--- src/rtl/afc_freq_cntr_if.sv ---
// Handshake bundle between the AFC engine (master) and the frequency counter (slave).
// dbg_state mirrors the counter FSM encoding (0=IDLE, 1=COUNT, 2=DONE) for observation.
interface afc_freq_cntr_if;
    logic        afc_cntr_rstn;
    logic        afc_cntr_en;
    logic        afc_cntr_datasyn;
    logic        vco_div_tick;
    logic [13:0] a2d_afc_ncntr;
    logic        ncntr_valid;
    logic        ncntr_ovf;
    logic        cntr_seq_err;
    logic [1:0]  dbg_state;

    modport master (
        output afc_cntr_rstn, afc_cntr_en, afc_cntr_datasyn, vco_div_tick,
        input  a2d_afc_ncntr, ncntr_valid, ncntr_ovf, cntr_seq_err, dbg_state
    );

    modport slave (
        input  afc_cntr_rstn, afc_cntr_en, afc_cntr_datasyn, vco_div_tick,
        output a2d_afc_ncntr, ncntr_valid, ncntr_ovf, cntr_seq_err, dbg_state
    );
endinterface

--- src/rtl/afc_freq_cntr.sv ---
// Divided-VCO edge counter with a gated count window and a latched result for the AFC engine.
// Define AFC_FREQ_CNTR_SAT_EN to saturate the count at 14'h3FFF instead of wrapping to 0.
module afc_freq_cntr (
    input  logic             clk,
    input  logic             rst,
    afc_freq_cntr_if.slave   bus
);
    typedef enum logic [1:0] {
        IDLE  = 2'd0,
        COUNT = 2'd1,
        DONE  = 2'd2
    } state_t;

    state_t      r_state;
    logic [13:0] r_cnt;
    logic [13:0] r_ncntr;
    logic        r_valid;
    logic        r_ovf;
    logic        r_err;

    logic        w_accept;
    logic        w_at_max;
    logic [13:0] w_cnt_next;

    // A tick is accepted whenever the window is open, whatever the state.
    assign w_accept = bus.afc_cntr_en & bus.vco_div_tick;
    assign w_at_max = (r_cnt == 14'h3FFF);

    always_comb begin
        w_cnt_next = r_cnt;
        if (w_accept) begin
            if (w_at_max) begin
`ifdef AFC_FREQ_CNTR_SAT_EN
                w_cnt_next = 14'h3FFF;
`else
                w_cnt_next = 14'h0000;
`endif
            end else begin
                w_cnt_next = r_cnt + 14'd1;
            end
        end
    end

    always_ff @(posedge clk or posedge rst) begin
        if (rst) begin
            r_state <= IDLE;
            r_cnt   <= '0;
            r_ncntr <= '0;
            r_valid <= 1'b0;
            r_ovf   <= 1'b0;
            r_err   <= 1'b0;
        end else if (!bus.afc_cntr_rstn) begin
            // Engine clear keeps the last published result.
            r_state <= IDLE;
            r_cnt   <= '0;
            r_valid <= 1'b0;
            r_ovf   <= 1'b0;
            r_err   <= 1'b0;
        end else begin
            r_valid <= 1'b0;
            r_cnt   <= w_cnt_next;
            if (w_accept && w_at_max) begin
                r_ovf <= 1'b1;
            end
            case (r_state)
                IDLE: begin
                    if (bus.afc_cntr_en) begin
                        r_state <= COUNT;
                    end
                end
                COUNT: begin
                    if (bus.afc_cntr_datasyn) begin
                        r_err <= 1'b1;
                    end
                    if (!bus.afc_cntr_en) begin
                        r_state <= DONE;
                    end
                end
                DONE: begin
                    // Latch request outranks a reopened window.
                    if (bus.afc_cntr_datasyn) begin
                        r_ncntr <= r_cnt;
                        r_valid <= 1'b1;
                        r_state <= IDLE;
                    end else if (bus.afc_cntr_en) begin
                        r_state <= COUNT;
                    end
                end
                default: r_state <= IDLE;
            endcase
        end
    end

    assign bus.a2d_afc_ncntr = r_ncntr;
    assign bus.ncntr_valid   = r_valid;
    assign bus.ncntr_ovf     = r_ovf;
    assign bus.cntr_seq_err  = r_err;
    assign bus.dbg_state     = r_state;
endmodule

--- src/flat_wrapper.sv ---
// flat-port wrapper written by rule: the top's interface ports become plain ports
module afc_freq_cntr_flat 
  (clk, rst, bus_afc_cntr_rstn, bus_afc_cntr_en, bus_afc_cntr_datasyn, bus_vco_div_tick, bus_a2d_afc_ncntr, bus_ncntr_valid, bus_ncntr_ovf, bus_cntr_seq_err, bus_dbg_state);
  afc_freq_cntr_if bus_i ();
  input  logic clk;
  input  logic rst;
  input wire logic [$bits(bus_i.afc_cntr_rstn)-1:0] bus_afc_cntr_rstn;
  input wire logic [$bits(bus_i.afc_cntr_en)-1:0] bus_afc_cntr_en;
  input wire logic [$bits(bus_i.afc_cntr_datasyn)-1:0] bus_afc_cntr_datasyn;
  input wire logic [$bits(bus_i.vco_div_tick)-1:0] bus_vco_div_tick;
  output wire logic [$bits(bus_i.a2d_afc_ncntr)-1:0] bus_a2d_afc_ncntr;
  output wire logic [$bits(bus_i.ncntr_valid)-1:0] bus_ncntr_valid;
  output wire logic [$bits(bus_i.ncntr_ovf)-1:0] bus_ncntr_ovf;
  output wire logic [$bits(bus_i.cntr_seq_err)-1:0] bus_cntr_seq_err;
  output wire logic [$bits(bus_i.dbg_state)-1:0] bus_dbg_state;
  assign bus_i.afc_cntr_rstn = bus_afc_cntr_rstn;
  assign bus_i.afc_cntr_en = bus_afc_cntr_en;
  assign bus_i.afc_cntr_datasyn = bus_afc_cntr_datasyn;
  assign bus_i.vco_div_tick = bus_vco_div_tick;
  assign bus_a2d_afc_ncntr = bus_i.a2d_afc_ncntr;
  assign bus_ncntr_valid = bus_i.ncntr_valid;
  assign bus_ncntr_ovf = bus_i.ncntr_ovf;
  assign bus_cntr_seq_err = bus_i.cntr_seq_err;
  assign bus_dbg_state = bus_i.dbg_state;
  afc_freq_cntr u_core (.clk(clk), .rst(rst), .bus(bus_i));
endmodule
--- config.mk ---
export PLATFORM = sky130hd
export DESIGN_NAME = afc_freq_cntr_flat
export DESIGN_NICKNAME = d
export VERILOG_FILES = /design/src/rtl/afc_freq_cntr_if.sv /design/src/rtl/afc_freq_cntr.sv /design/src/flat_wrapper.sv
export SDC_FILE = /design/constraint.sdc
export NUM_CORES = 1
export LEC_CHECK = 0
export CAP_MARGIN = 5
export CORE_AREA = 2 2 57 59
export CTS_CLUSTER_DIAMETER = 40
export CTS_CLUSTER_SIZE = 28
export DETAILED_ROUTE_END_ITERATION = 8
export DIE_AREA = 0 0 59 61
export HOLD_SLACK_MARGIN = 0.08
export PLACE_DENSITY = 0.76
export SETUP_SLACK_MARGIN = 0.2
export SLEW_MARGIN = 20
export SYNTH_ARGS = -nofsm -noshare
export SYNTH_HDL_FRONTEND = slang
export SYNTH_SLANG_ARGS = --single-unit
--- constraint.sdc ---
create_clock -name clk -period 2.35 [get_ports clk]
set_clock_uncertainty 0.1 [all_clocks]
set_input_delay 0.47 -clock clk [delete_from_list [all_inputs] [get_ports clk]]
set_output_delay 0.47 -clock clk [all_outputs]
set_load 0.02 [all_outputs]
==> flow_metrics.py, run 1 <==
metrics = {
    "detailed_routing": {
        "wl_per_cell_um": 14.2,
        "ant_nets": 0,
        "dr.pass1.iters": 4,
        "vias": 1092,
        "drt-vias-per-instance": 5.60,
        "drc": 0,
        "drt_iter0_markers": 28,
        "totalWireLength_mm": 2.77,
    },
    "placement": {
        "placed_cell_area_um2": 1780,
        "dp_hpwl_mm": 1.92,
        "dp_slack_ns": 0.178,
        "gp_congestion": 0.822,
        "portBuffers": 24,
    },
    "die": {
        "die_h_um": 61,
        "rows": 20,
        "io_pins": 25,
        "initial_core_util_pct": 50.2,
        "core_area_um2": 2950,
        "die_area_um2": 3600,
        "die_w_um": 59,
    },
    "synth": {
        "synth_edf_count": 0,
        "avgSynthCellArea_um2": 11.5,
        "synth_nets": 136,
        "ys_dominant_reg_cell": "dfrtp_1",
        "ys_types": 29,
        "synth_top_area_share_pct": 55.7,
        "synthCells": 129,
        "netlist_area_um2": 1480,
        "yosys-top-cells-count": "dfrtp_1 (33), nor2_1 (14), mux2_2 (12)",
        "synth-seq-cells": 33,
        "synth_top_cells_by_area": "dfrtp_1 (56%), mux2_2 (9.1%), xnor2_1 (5.3%), nor2_1 (3.5%), nand3_1 (2.7%)",
        "async_flop_share_pct": 100,
        "yosysTopAreaCell": "dfrtp_1",
        "ys_seq_area_share_pct": 55.7,
        "yosysWarnings": 0,
        "yosysMostFrequentCell": "dfrtp_1",
    },
    "clock_tree": {
        "post_cts_resized": 0,
        "root_buffer": "clkbuf_4",
        "htree_levels": 2,
        "cts_sinks": 33,
        "cts_buffers": 5,
        "clk_pin_slew_ns": 0.10,
        "ctsHoldBuffers": 0,
        "cts_buffer_depth": 2,
        "clk_latency_ns": 0.34,
        "cts_setup_buffers": 0,
        "cts_tree": "yes",
    },
    "setup_path": {
        "end_kind": "flop",
        "critPathMaxFanout": 6,
        "arrival_ns": 2.15,
        "r2r-start": "u_core.r_cnt[0]",
        "cpPeakStageDelay_ns": 0.58,
        "crit_buf_inv": 0,
        "worstPathRequired_ns": 2.47,
        "cpMaxStageDelayCell": "or4b_4",
        "critical_path.startpoint": "u_core.r_cnt[0]",
        "startpoint_type": "flop",
        "path_cells": "ha_1 -> nand4_1 -> or4b_4 -> o21ai_2 -> nor2_1",
        "crit_family": "simple AND/OR/NAND/NOR gates",
        "path_class": "reg -> reg",
    },
    "sta": {
        "tightestPinTransition_ns": 0.532,
        "setup_viol": 0,
        "period_needed_ns": 2.03,
        "finalWorstSetupSlack_ns": 0.316,
        "hold_viol": 0,
        "fin_crit_sh_pct": 86.6,
        "tns_ns": 0,
        "rsz0062_at_grt": "no",
        "slew_violations": 0,
        "worst_hold_slack_ns": 0.382,
        "max_freq_mhz": 492,
        "slew_headroom_pct": 64.2,
    },
    "final_layout": {
        "post-route-util_pct": 62.3,
        "antenna_cells": 0,
        "fillers": 251,
        "fin_nets": 169,
        "final_area_um2": 1840,
        "syn_to_final_growth_pct": 24.1,
        "drive_gt1_share_pct": 16.7,
    },
    "power": {
        "peakVddDrop_v": 0.000315,
        "power_density_nw_per_um2": 528,
        "p_leak_nw": 0.807,
    },
    "global_routing": {
        "antenna_found_initial": 0,
        "grt_max_degree": 34,
        "grt_pass1_wl_mm": 4.73,
        "grt_pass1_vias": 1030,
        "grt.total_usage_pct": 18.2,
        "grt_remaining_overflow": 0,
    },
    "status": {
        "status": "completed",
    },
    "job": {
        "maxCapViolations": 0,
    },
    "min_path": {
        "hp-class": "reg -> reg",
        "hold_start": "u_core.bus.a2d_afc_ncntr[8]",
    },
}
per-stage QoR:
step / total power [W] / cells
2_1_floorplan: 0.000628 / 129
3_3_place_gp: 0.000659 / 187
3_5_place_dp: 0.000661 / 187
4_1_cts: 0.000982 / 194
5_1_grt: 0.00101 / 195
6_report: 0.000970 / 195
worst reg2reg max path, stage by stage (launching register included):
cell     delay (ns)
dfrtp_1        0.45
ha_1           0.23
nand4_1        0.20
or4b_4         0.58
o21ai_2        0.27
nor2_1         0.09
worst paths after layout:
kind,endpoint,depth (start not counted),slack [ns]
worst max-delay path,u_core.r_cnt[9],5,0.32
worst min-delay path,u_core.bus.a2d_afc_ncntr[8],2,0.38
worst max register to register,u_core.r_cnt[9],5,0.32
worst min register to register,u_core.bus.a2d_afc_ncntr[8],2,0.38
max in group asynchronous,u_core.bus.a2d_afc_ncntr[11],3,1.45
min in group asynchronous,u_core.bus.dbg_state[0],3,0.41
layout make-up:
type                    instances  area, um2  share of cell area [%]
clock buffers                   7       55.1                    2.99
inverters                       4       15.0                   0.816
flip-flops and latches         33        826                    44.9
multi-input cells              90        632                    34.4
well taps                      33       41.3                    2.24
repair buffers                 28        270                    14.7
per-layer routing:
metal | share of wire (%) | global-route usage (%) | wire [um] | vias to the layer above
li1 | - | - | - | 522
met1 | 44 | 21.4 | 1220 | 537
met2 | 49 | 30.5 | 1370 | 28
met3 | 4.9 | 6.61 | 136 | 5
met4 | 2.0 | 7.79 | 55 | 0
met5 | 0 | 0 | 0 | -
flip-flops by register name, summed over array words and instances, names as in the netlist:
name	flops
u_core.bus.a2d_afc_ncntr	14
u_core.r_cnt	14
u_core.bus.dbg_state	2
u_core.bus.cntr_seq_err	1
u_core.bus.ncntr_ovf	1
u_core.bus.ncntr_valid	1
logic make-up after synthesis:
| logic type | count (synthesis) | synth area share [%] |
|---|---|---|
| compound gates | 11 | 5.23 |
| xor+xnor | 11 | 6.50 |
| fa+ha+maj | 1 | 0.844 |
| buf+inv | 7 | 2.28 |
| flops | 33 | 55.7 |
| mux | 12 | 9.11 |
| simple gates | 54 | 20.3 |
placed cells by master, fill, tap and decap left out, drive strengths merged, types with 4 or more instances in the layout:
cell            n
nand4           5
mux2           12
nand3           8
clkdlybuf4s50  24
clkbuf          7
o21ai           7
xnor2           9
nor3            5
dfrtp          33
nand2           7
nor2           14
nor4            4
inv             4
buf             4
power by group:
part,internal (W),total [W],switching [W]
Sequential,0.000574,0.000580,0.00000629
Combinational,0.0000294,0.0000700,0.0000406
Clock,0.000141,0.000320,0.000179
Total,0.000745,0.000970,0.000226
No activity file was read; power rests on OpenSTA's default activity.
==> inputs of run 2 (changes only) <==
--- a/config.mk
+++ b/config.mk
@@ -5,10 +5,8 @@
 export SDC_FILE = /design/constraint.sdc
 export NUM_CORES = 1
 export LEC_CHECK = 0
-export CAP_MARGIN = 5
+export CAP_MARGIN = 30
 export CORE_AREA = 2 2 57 59
-export CTS_CLUSTER_DIAMETER = 40
-export CTS_CLUSTER_SIZE = 28
 export DETAILED_ROUTE_END_ITERATION = 8
 export DIE_AREA = 0 0 59 61
 export HOLD_SLACK_MARGIN = 0.08
==> results of run 2 <==
Same layout as run 1: the final DEF is identical, and so are final timing and power.
==> inputs of run 3 (changes only) <==
--- a/config.mk
+++ b/config.mk
@@ -6,11 +6,11 @@
 export NUM_CORES = 1
 export LEC_CHECK = 0
 export CAP_MARGIN = 30
-export CORE_AREA = 2 2 57 59
+export CORE_AREA = 2 2 60 62
 export DETAILED_ROUTE_END_ITERATION = 8
-export DIE_AREA = 0 0 59 61
+export DIE_AREA = 0 0 62 64
 export HOLD_SLACK_MARGIN = 0.08
-export PLACE_DENSITY = 0.76
+export PLACE_DENSITY = 0.72
 export SETUP_SLACK_MARGIN = 0.2
 export SLEW_MARGIN = 20
 export SYNTH_ARGS = -nofsm -noshare
==> constraint.sdc (replaced) <==
create_clock -name clk -period 1.7 [get_ports clk]
set_clock_uncertainty 0.1 [all_clocks]
set_input_delay 0.34 -clock clk [delete_from_list [all_inputs] [get_ports clk]]
set_output_delay 0.34 -clock clk [all_outputs]
set_load 0.1 [all_outputs]
==> run 3 against run 2 <==
The flow now finishes with violations (setup timing). Routed wire length increased by 30%. Total power increased by 54%. Final cell count is 22% higher. Setup slack lost 0.36 ns. Hold slack lost 0.21 ns. Critical path type unchanged. Largest power group unchanged.
==> flow_metrics.py, run 3 (same netlist as run 1, synthesis figures left out) <==
metrics = {
    "status": {
        "status": "complete, but fails checks",
        "violations": "setup timing",
    },
    "global_routing": {
        "grt_max_degree": 27,
        "gr-usage-met2_pct": 34.9,
        "grt_pass1_wl_mm": 6.11,
        "grt_pass1_vias": 1332,
        "grt_remaining_overflow": 0,
        "grt-busiest-layer": "met2",
        "grt.total_usage_pct": 21.0,
        "met3_usage_pct": 6.28,
        "antenna_found_initial": 0,
        "use_met1_pct": 25.2,
    },
    "setup_path": {
        "worstPathRequired_ns": 1.82,
        "arrival_ns": 1.86,
        "critical_path.startpoint": "u_core.r_cnt[1]",
        "end_kind": "flop",
        "startpoint_type": "flop",
        "critPathMaxFanout": 5,
        "path_class": "reg -> reg",
        "r2r-start": "u_core.r_cnt[1]",
    },
    "final_layout": {
        "final_cell_mix": "dfrtp_1 (31), buf_4 (29), buf_12 (20)",
        "drive_gt1_share_pct": 44.0,
        "post-route-util_pct": 72.0,
        "fin_nets": 197,
        "fillers": 223,
        "final_common_cell": "dfrtp_1",
        "antenna_cells": 0,
        "syn_to_final_growth_pct": 59.6,
    },
    "die": {
        "die_h_um": 64,
        "core_area_um2": 3280,
        "io_pins": 25,
        "initial_core_util_pct": 45.1,
        "die_w_um": 62,
        "rows": 21,
        "die_area_um2": 3970,
    },
    "detailed_routing": {
        "ant_nets": 0,
        "drt_iter0_markers": 32,
        "wl_per_cell_um": 15.3,
        "drt-vias-per-instance": 5.24,
        "vias": 1242,
        "totalWireLength_mm": 3.62,
        "dr.pass1.iters": 4,
        "drc": 0,
    },
    "power": {
        "p_comb_share_pct": 12.8,
        "p_clk_share_pct": 33.4,
        "power_density_nw_per_um2": 633,
        "intPower_w": 0.00111,
        "p_leak_nw": 1.09,
        "seq_power_share_pct": 53.8,
        "p_sw_share_pct": 25.7,
        "p_sw_w": 0.000385,
        "total_power_w": 0.00150,
        "peakVddDrop_v": 0.000593,
    },
    "sta": {
        "slew_violations": 0,
        "rsz0062_at_grt": "yes",
        "tns_ns": -0.177,
        "period_needed_ns": 1.74,
        "setup_viol": 7,
        "finalWorstSetupSlack_ns": -0.0428,
        "hold_viol": 0,
        "tightestPinTransition_ns": 0.364,
        "slew_headroom_pct": 75.7,
        "fin_crit_sh_pct": 103,
        "max_freq_mhz": 574,
    },
    "min_path": {
        "hp-class": "in -> async",
    },
    "clock_tree": {
        "htree_levels": 2,
        "clk_pin_slew_ns": 0.10,
        "cts_tree": "yes",
        "clk_latency_ns": 0.34,
        "cts_buffer_depth": 2,
        "ctsHoldBuffers": 0,
        "root_buffer": "clkbuf_4",
        "cts_sinks": 33,
        "cts_buffers": 5,
    },
    "placement": {
        "gp_congestion": 0.809,
        "dp_slack_ns": -0.219,
        "portBuffers": 24,
        "dp_hpwl_mm": 2.58,
    },
    "job": {
        "maxCapViolations": 0,
    },
}
run 3: final cells by class:
cell class	count	area [um2]	share of cell area [%]
inverters	4	15.0	0.635
well taps	46	57.6	2.43
clock buffers	7	65.1	2.75
multi-input cells	90	699	29.6
repair buffers	56	691	29.2
clock inverters	1	5.00	0.212
flip-flops and latches	33	833	35.2
run 3: power groups by stage:
stage	Combinational [W]	Clock, W	Sequential [W]
detailed placement	0.000181	0	0.000821
global route	0.000203	0.000552	0.000807
finish	0.000192	0.000499	0.000805
global placement	0.000176	0	0.000820
floorplan	0.0000468	0	0.000869
CTS	0.000190	0.000513	0.000806
run 3: critical path: stages, from the launching register on:
cell,delay (ns)
dfrtp_1,0.36
ha_2,0.18
nand4_1,0.13
or4b_4,0.57
o21ai_4,0.22
nor2_1,0.08
run 3: what timing repair did:
item / CTS / global route
endpoints found under the setup margin: 13 / 16
buffers inserted: 3 / 1
gates resized for setup: 4 / 8
pin swaps: 8 / 7
gates cloned: 1 / 0
run 3: path summary, 6_finish.rpt:
path                       slack (ns)  cells past startpoint                           end
setup / recovery                -0.04                      5               u_core.r_cnt[2]
hold reg to reg                  0.46                      2  u_core.bus.a2d_afc_ncntr[13]
min in group clk                 0.46                      2  u_core.bus.a2d_afc_ncntr[13]
max in group asynchronous        0.87                      3              u_core.r_cnt[13]
hold / removal                   0.17                      2   u_core.bus.a2d_afc_ncntr[1]
setup reg to reg                -0.04                      5               u_core.r_cnt[2]
run 3: metrics by stage:
step	std cells	hold slack, ns	cell area [um2]
after floorplan	129	0.369	1520
after global placement	224	0.428	2200
after detailed placement	224	0.445	2200
after CTS	236	0.171	2320
after global routing	237	0.178	2370
final	237	0.171	2370
run 3: routing by layer:
layer,wire length (um),up-vias
met5,0,-
met4,80,0
met3,164,10
met2,1920,43
met1,1450,612
li1,-,577
